$ cat src/rtl/bcd_sub.sv
// Registered 3-digit BCD subtractor: |A - B| with a sign flag, one cycle latency.
// Optional macro BCD_SUB_CHECK_EN adds the `invalid` output and flags out-of-range digits instead of saturating them.
module bcd_sub (
  input  logic       clk,
  input  logic       rst,
  input  logic       in_valid,
  input  logic [3:0] a_ones,
  input  logic [3:0] a_tens,
  input  logic [3:0] a_huns,
  input  logic [3:0] b_ones,
  input  logic [3:0] b_tens,
  input  logic [3:0] b_huns,
  output logic [3:0] out_ones,
  output logic [3:0] out_tens,
  output logic [3:0] out_huns,
  output logic       negative,
  output logic       out_valid
`ifdef BCD_SUB_CHECK_EN
  ,
  output logic       invalid
`endif
);

  function automatic logic [3:0] sat_digit(input logic [3:0] d);
    return (d > 4'd9) ? 4'd9 : d;
  endfunction

  // Returns {borrow_out, diff}; a negative raw difference is wrapped back into 0-9.
  function automatic logic [4:0] sub_digit(input logic [3:0] x, input logic [3:0] y,
                                           input logic bin);
    logic [4:0] raw;
    logic [3:0] d;
    raw = {1'b0, x} - {1'b0, y} - {4'b0, bin};
    if (raw[4]) begin
      d = raw[3:0] + 4'd10;
      return {1'b1, d};
    end
    return {1'b0, raw[3:0]};
  endfunction

  logic [3:0] a0, a1, a2, b0, b1, b2;
  logic [4:0] ab0, ab1, ab2, ba0, ba1, ba2;
  logic       a_lt_b;
  logic [3:0] nxt_ones, nxt_tens, nxt_huns;
  logic       nxt_neg;
`ifdef BCD_SUB_CHECK_EN
  logic       digit_bad;
`endif

  // Both directions are computed in parallel; the final borrow of A-B picks the non-negative one.
  always_comb begin
    a0 = sat_digit(a_ones);
    a1 = sat_digit(a_tens);
    a2 = sat_digit(a_huns);
    b0 = sat_digit(b_ones);
    b1 = sat_digit(b_tens);
    b2 = sat_digit(b_huns);

    ab0 = sub_digit(a0, b0, 1'b0);
    ab1 = sub_digit(a1, b1, ab0[4]);
    ab2 = sub_digit(a2, b2, ab1[4]);
    ba0 = sub_digit(b0, a0, 1'b0);
    ba1 = sub_digit(b1, a1, ba0[4]);
    ba2 = sub_digit(b2, a2, ba1[4]);

    a_lt_b   = ab2[4];
    nxt_neg  = a_lt_b;
    nxt_ones = a_lt_b ? ba0[3:0] : ab0[3:0];
    nxt_tens = a_lt_b ? ba1[3:0] : ab1[3:0];
    nxt_huns = a_lt_b ? ba2[3:0] : ab2[3:0];

`ifdef BCD_SUB_CHECK_EN
    digit_bad = (a_ones > 4'd9) || (a_tens > 4'd9) || (a_huns > 4'd9) ||
                (b_ones > 4'd9) || (b_tens > 4'd9) || (b_huns > 4'd9);
    if (digit_bad) begin
      nxt_neg  = 1'b0;
      nxt_ones = 4'd0;
      nxt_tens = 4'd0;
      nxt_huns = 4'd0;
    end
`endif
  end

  always_ff @(posedge clk) begin
    if (rst) begin
      out_ones  <= 4'd0;
      out_tens  <= 4'd0;
      out_huns  <= 4'd0;
      negative  <= 1'b0;
      out_valid <= 1'b0;
`ifdef BCD_SUB_CHECK_EN
      invalid   <= 1'b0;
`endif
    end else begin
      out_valid <= in_valid;
      if (in_valid) begin
        out_ones <= nxt_ones;
        out_tens <= nxt_tens;
        out_huns <= nxt_huns;
        negative <= nxt_neg;
`ifdef BCD_SUB_CHECK_EN
        invalid  <= digit_bad;
`endif
      end
    end
  end

endmodule

$ cat config.mk
export PLATFORM = sky130hd
export DESIGN_NAME = bcd_sub
export DESIGN_NICKNAME = d
export VERILOG_FILES = /design/src/rtl/bcd_sub.sv
export SDC_FILE = /design/constraint.sdc
export NUM_CORES = 1
export LEC_CHECK = 0
export BUFFER_PORTS_ARGS = -buffer_cell sky130_fd_sc_hd__buf_2
export CAP_MARGIN = 5
export CORE_UTILIZATION = 30
export DETAILED_ROUTE_END_ITERATION = 7
export PLACE_DENSITY_LB_ADDON = 0.1
export SLEW_MARGIN = 40
export SYNTH_ARGS = -nofsm -noshare
export SYNTH_HDL_FRONTEND = slang
export SYNTH_SLANG_ARGS = --single-unit
$ cat constraint.sdc
create_clock -name clk -period 5.45 [get_ports clk]
set_input_delay 1.09 -clock clk [delete_from_list [all_inputs] [get_ports clk]]
set_output_delay 1.09 -clock clk [all_outputs]
set_load 0.05 [all_outputs]
## Word level (Yosys, flattened, before mapping)

Cells that the tools add are included.

| storage, ports and cells | value |
|---|---|
| bits in registers | 14 |
| output and inout port bits | 14 |
| input bits | 27 |

| cells by class | value |
|---|---|
| order comparisons | 6 |
| mux-type cells | 27 |
| $add $sub $neg | 16 |

Operators with widths:

| operator | count |
|---|---|
| 5-bit 2-to-1 mux | 10 |
| 4-bit 2-to-1 mux | 11 |
| 4-bit by 4-bit subtractor with 5-bit output | 6 |
| 4-bit adder, second input constant | 6 |
| 4-bit > comparator, second input constant | 6 |
| 5-bit by 1-bit subtractor with 5-bit output | 4 |
| 1-bit 2-to-1 mux | 6 |

## Logic depth before layout (Yosys ltp)

| logic depth | value |
|---|---|
| depth in word-level cells | 15 |
| gate-level depth with buffers | 20 |
| depth with buffers taken out | 20 |

## Worst setup path before layout

Ideal clock, no wire load.

| timing path | value |
|---|---|
| kind | input to register |
| from | input a_ones[1] |
| to | register out_ones[3] |
| required time | 5.314 ns |
| stages | 18 |
| path buffers | 1 |
| setup slack | -0.326 ns |
| setup time | 0.136 ns |
| arrival | 5.640 ns |
| cells stage by stage | nor2b_1 inv_1 fa_1 nand2b_1 a21oi_1 inv_1 fa_1 fa_1 and3b_1 a2bb2oi_2 fa_1 fa_1 nand2b_1 a211oi_1 nor2_1 buf_4 nor3b_1 o32ai_2 |

| on the way | value |
|---|---|
| word-level cells in the longest chain between the ends | 12 |
| elaborated cells on any way between the ends | 19 |
| those cells by class | add/sub (6); order compare (1); mux (12) |

RTL lines:

| element | line | RTL |
|---|---|---|
| from (decl) | 7 | `input logic [3:0] a_ones,` |
| 4-bit > comparator | 25 | `return (d > 4'd9) ? 4'd9 : d;` |
| 4-bit 2-to-1 mux * | 25 |  |
| 4-bit by 4-bit subtractor with 5-bit output | 33 | `raw = {1'b0, x} - {1'b0, y} - {4'b0, bin};` |
| 1-bit 2-to-1 mux | 34 | `if (raw[4]) begin` |
| 5-bit 2-to-1 mux | 38 | `return {1'b0, raw[3:0]};` |
| 5-bit by 1-bit subtractor with 5-bit output | 33 |  |
| 1-bit 2-to-1 mux | 34 |  |
| 5-bit 2-to-1 mux | 38 |  |
| 5-bit by 1-bit subtractor with 5-bit output | 33 |  |
| 1-bit 2-to-1 mux | 34 |  |
| 5-bit 2-to-1 mux | 38 |  |
| 4-bit 2-to-1 mux * | 68 | `nxt_ones = a_lt_b ? ba0[3:0] : ab0[3:0];` |
| to (signal assigned) | 97 | `out_ones <= nxt_ones;` |
| to (decl) | 13 | `output logic [3:0] out_ones,` |

Mark *: on every way between the ends. The rest lies on a longest branch, timed or not. The select of a mux whose other input is x is not followed.
A chain may end at the register's enable or synchronous reset.

## Final worst setup path

| timing path | value |
|---|---|
| from | input b_ones[2] |
| to | register out_tens[3] |

| on the way | value |
|---|---|
| word-level cells in the longest chain between the ends | 12 |
| elaborated cells on any way between the ends | 22 |
| those cells by class | add/sub (7); order compare (1); mux (14) |

RTL lines:

| element | line | RTL |
|---|---|---|
| from (decl) | 10 | `input logic [3:0] b_ones,` |
| 4-bit > comparator | 25 |  |
| 4-bit 2-to-1 mux * | 25 |  |
| 4-bit by 4-bit subtractor with 5-bit output | 33 |  |
| 1-bit 2-to-1 mux | 34 |  |
| 5-bit 2-to-1 mux | 38 |  |
| 5-bit by 1-bit subtractor with 5-bit output | 33 |  |
| 1-bit 2-to-1 mux | 34 |  |
| 5-bit 2-to-1 mux | 38 |  |
| 5-bit by 1-bit subtractor with 5-bit output | 33 |  |
| 1-bit 2-to-1 mux | 34 |  |
| 5-bit 2-to-1 mux | 38 |  |
| 4-bit 2-to-1 mux * | 69 | `nxt_tens = a_lt_b ? ba1[3:0] : ab1[3:0];` |
| to (signal assigned) | 98 | `out_tens <= nxt_tens;` |
| to (decl) | 14 | `output logic [3:0] out_tens,` |

Marks and branches as above.

==> flow_metrics.env <==
export IMPL_synth_top_family_by_area="adder cells"
export IMPL_min_path_cells=2
export IMPL_drc=0
export IMPL_cp_slowest_stage_delay_ps=380
export IMPL_synth_top_area_share_pct=17.3
export IMPL_first_iter_violations=54
export IMPL_min_to="out_tens[0]$_SDFFE_PP0P_"
export IMPL_tightest_slew_ps=367
export IMPL_yosys_cell_types_count=44
export IMPL_fin_cells=428
export IMPL_initial_core_util_pct=31.0
export IMPL_max_slew_margin_rel_pct=75.5
export IMPL_yosysWarningCount=0
export IMPL_clock_skew_final_ps=0
export IMPL_status="complete, no violations"
export IMPL_io_buffers=40
export IMPL_die_w_um=85.7
export IMPL_maxCapViolCount=0
export IMPL_r2r_start="out_huns[3]$_SDFFE_PP0P_"
export IMPL_leakage_nw=1.38
export IMPL_fin_crit_sh_pct=95.5
export IMPL_start_kind="input port"
export IMPL_synthMuxAreaShare_pct=1.90
export IMPL_io_pins=41
export IMPL_path_clk_slew_ps=60
export IMPL_clk_insertion_delay_late_ps=240
export IMPL_dp_cells=424
export IMPL_final_area_um2=2760
export IMPL_finalCriticalPeriod_ps=5210
export IMPL_dp_hpwl_um=4300
export IMPL_syn_to_final_growth_pct=31.4
export IMPL_critPathKind="input port to register"
export IMPL_cp_buffers_inverters=2
export IMPL_cts_tree="yes"
export IMPL_synth_common_cells="inv_1, ha_1, nand2_1, nor2_1, dfxtp_1"
export IMPL_drt_first_pass_iters=4
export IMPL_synthesis_area_um2=2100
export IMPL_crit_family="adder cells"
export IMPL_hold_viol=0
export IMPL_num_rows=30
export IMPL_hold_path_class="register to register"
export IMPL_path_cells="buf_2 -> o21ai_0 -> nand2b_1 -> ha_1 -> fa_1 -> nand2b_1 -> a21oi_2 -> inv_1 -> fa_2 -> fa_2 -> and3b_1 -> a2bb2oi_2 -> fa_2 -> fa_2 -> nand2b_4 -> a31oi_1 -> nand2_2 -> nor3b_1 -> o32ai_1"
export IMPL_seqPwrFrac_pct=19.0
export IMPL_crit_arrival_ps=5320
export IMPL_switching_share_pct=44.4
export IMPL_layout_drive_gt1_share_pct=32.2
export IMPL_cp_common_cell="fa_2"
export IMPL_grt_pass1_vias=1790
export IMPL_synth_edf_count=0
export IMPL_syn_num_nets=336
export IMPL_avgRoutedWirePerCell_um=11.8
export IMPL_reg2reg_slack_ps=4680
export IMPL_routed_wl_um=5030
export IMPL_end_kind="register"
export IMPL_grt_max_degree=16
export IMPL_cts_root_buffer_cell="clkbuf_8"
export IMPL_synthXorXnorAreaFrac_pct=5.41
export IMPL_layout_setup_ws_ps=245
export IMPL_critical_path_max_fanout=6
export IMPL_ant_nets=0
export IMPL_async_flop_share_pct=0
export IMPL_htree_num_levels=1
export IMPL_clockBufferDepth=2
export IMPL_pwr_share_comb_pct=68.2
export IMPL_holdCritStartpoint="out_tens[0]$_SDFFE_PP0P_"
export IMPL_overflow=0
export IMPL_antenna_found_initial=0
export IMPL_grt_pass1_wl_um=8420
export IMPL_worst_r2r_cell_count=3
export IMPL_setup_viol=0
export IMPL_synth_area_leader_cell="ha_1"
export IMPL_post_synth_top_count_cell="inv_1"
export IMPL_powerDensity_nw_per_um2=238
export IMPL_vias=1951
export IMPL_ys_seq_area_share_pct=13.3
export IMPL_core_um2=6790
export IMPL_clkSinkCount=14
export IMPL_max_clock_freq_ghz=0.192
export IMPL_cts_buffers=3
export IMPL_synth_fa_ha_area_share_pct=26.8
export IMPL_die_h_um=85.7
export IMPL_cpMaxStageDelayCell="fa_1"
export IMPL_ir_drop_mv=0.0770
export IMPL_rsz0062_at_grt="no"
export IMPL_ys_flop_type="dfxtp_1"
export IMPL_place_gp_congestion=0.751
export IMPL_yosys_area_share_simple_pct=20.5
export IMPL_placed_cell_area_um2=2630
export IMPL_ys_ff_latch=14
export IMPL_grt_usage_pct=14.3
export IMPL_crit_required_ps=5570
export IMPL_die_area_um2=7350
export IMPL_switchingPower_mw=0.292
export IMPL_dpl_worst_slack_ps=-263
export IMPL_internal_power_mw=0.366
export IMPL_p_clk_share_pct=12.8
export IMPL_via_per_inst=4.56
export IMPL_r2r_end="out_huns[3]$_SDFFE_PP0P_"
export IMPL_slew_viol_final=0
export IMPL_syn_inst=270
export IMPL_nNetsFinal=400
export IMPL_antenna_diode_count=0
export IMPL_synth_compound_area_share_pct=21.4
export IMPL_synth_area_leaders="ha_1, dfxtp_1, fa_1, inv_1, xnor2_1"
export IMPL_postSynthAreaPerCell_um2=7.79
==> registers in the layout (all words and copies together) (netlist names) <==
signal     flops
out_ones       4
out_valid      1
out_huns       4
negative       1
out_tens       4
==> cell usage in the layout, fill, tap and decap left out, types with 2 or more instances in the layout <==
cell type   n
xor2_1      2
a211oi_1    8
and3b_1     6
nor3b_2     3
o32ai_1     2
xnor2_1    10
nor3_1      2
nor2_1     15
o211ai_1    4
mux2i_1     3
clkbuf_8    3
fa_2        8
buf_4      30
o21ai_0    13
inv_1      44
nand2_1    23
dfxtp_1    14
buf_2      40
nand2b_1   11
nor2b_1     3
a311oi_1    3
a31oi_1     2
nor3b_1     4
o22ai_1     2
or3_1       6
ha_1       28
a21o_1      3
a21oi_1     6
fa_1        2
a21oi_2     3
nand3_1     3
==> power groups by stage <==
| stage | Combinational (mW) | Sequential (mW) | Clock, mW |
|---|---|---|---|
| after floorplan | 0.242 | 0.181 | 0 |
| after global placement | 0.418 | 0.128 | 0 |
| after detailed placement | 0.419 | 0.127 | 0 |
| after CTS | 0.422 | 0.125 | 0.0874 |
| after global routing | 0.500 | 0.127 | 0.0889 |
| final | 0.449 | 0.125 | 0.0846 |
==> worst reg2reg max path, delay by kind of cell (launching register included) <==
kind | cells | cell delay, ps
flops | 1 | 300
simple gates | 1 | 130
compound gates | 2 | 220
==> logic make-up after synthesis <==
logic type,after synthesis
adder cells (fa/ha/maj),39
flip-flops,14
AND/OR/NAND/NOR,82
buffers and inverters,56
XOR/XNOR,13
multiplexers,4
AO/OA/AOI/OAI,62
==> worst max path at each step <==
stage | from | end | slack (ps) | depth (start not counted)
after CTS | b_ones[2] | out_tens[2]$_SDFFE_PP0P_ | 60 | 20
after global placement | b_ones[2] | out_huns[2]$_SDFFE_PP0P_ | -220 | 22
after detailed placement | b_ones[2] | out_huns[2]$_SDFFE_PP0P_ | -260 | 22
final | b_ones[2] | out_tens[3]$_SDFFE_PP0P_ | 240 | 19
after floorplan | a_ones[2] | out_huns[2]$_SDFFE_PP0P_ | 20 | 19
after global routing | b_ones[2] | out_tens[3]$_SDFFE_PP0P_ | 5 | 19
==> timing repair <==
action | CTS | global route
gates resized for setup | 1 | 17
hold buffers | 0 | 0
pin swaps | 0 | 5
endpoints found under the setup margin | 1 | 9
endpoints found under the hold margin | 0 | 0
buffers inserted | 0 | 1
==> per-stage QoR <==
step	utilization (%)	hold slack, ps	TNS [ps]	total power, mW
floorplan	-	682	0	0.423
global placement	38.6	458	-883	0.546
detailed placement	38.6	458	-1400	0.546
CTS	39.2	464	0	0.634
global route	40.7	503	0	0.716
finish	40.7	466	0	0.658
==> cell type report <==
class                   count  area, µm²
repair buffers             71        437
multi-input cells         200       1720
flip-flops and latches     14        280
inverters                  44        165
well taps                  96        120
clock buffers               3       41.3
fillers                   719       4030
==> layer usage <==
layer / track usage [%] / vias to the layer above / share of wire, %
li1: - / 1041 / -
met1: 22.7 / 875 / 55
met2: 20.8 / 31 / 42
met3: 1.06 / 4 / 2.5
met4: 3.18 / 0 / 0.72
met5: 0 / - / 0
No activity file was read; power rests on OpenSTA's default activity.
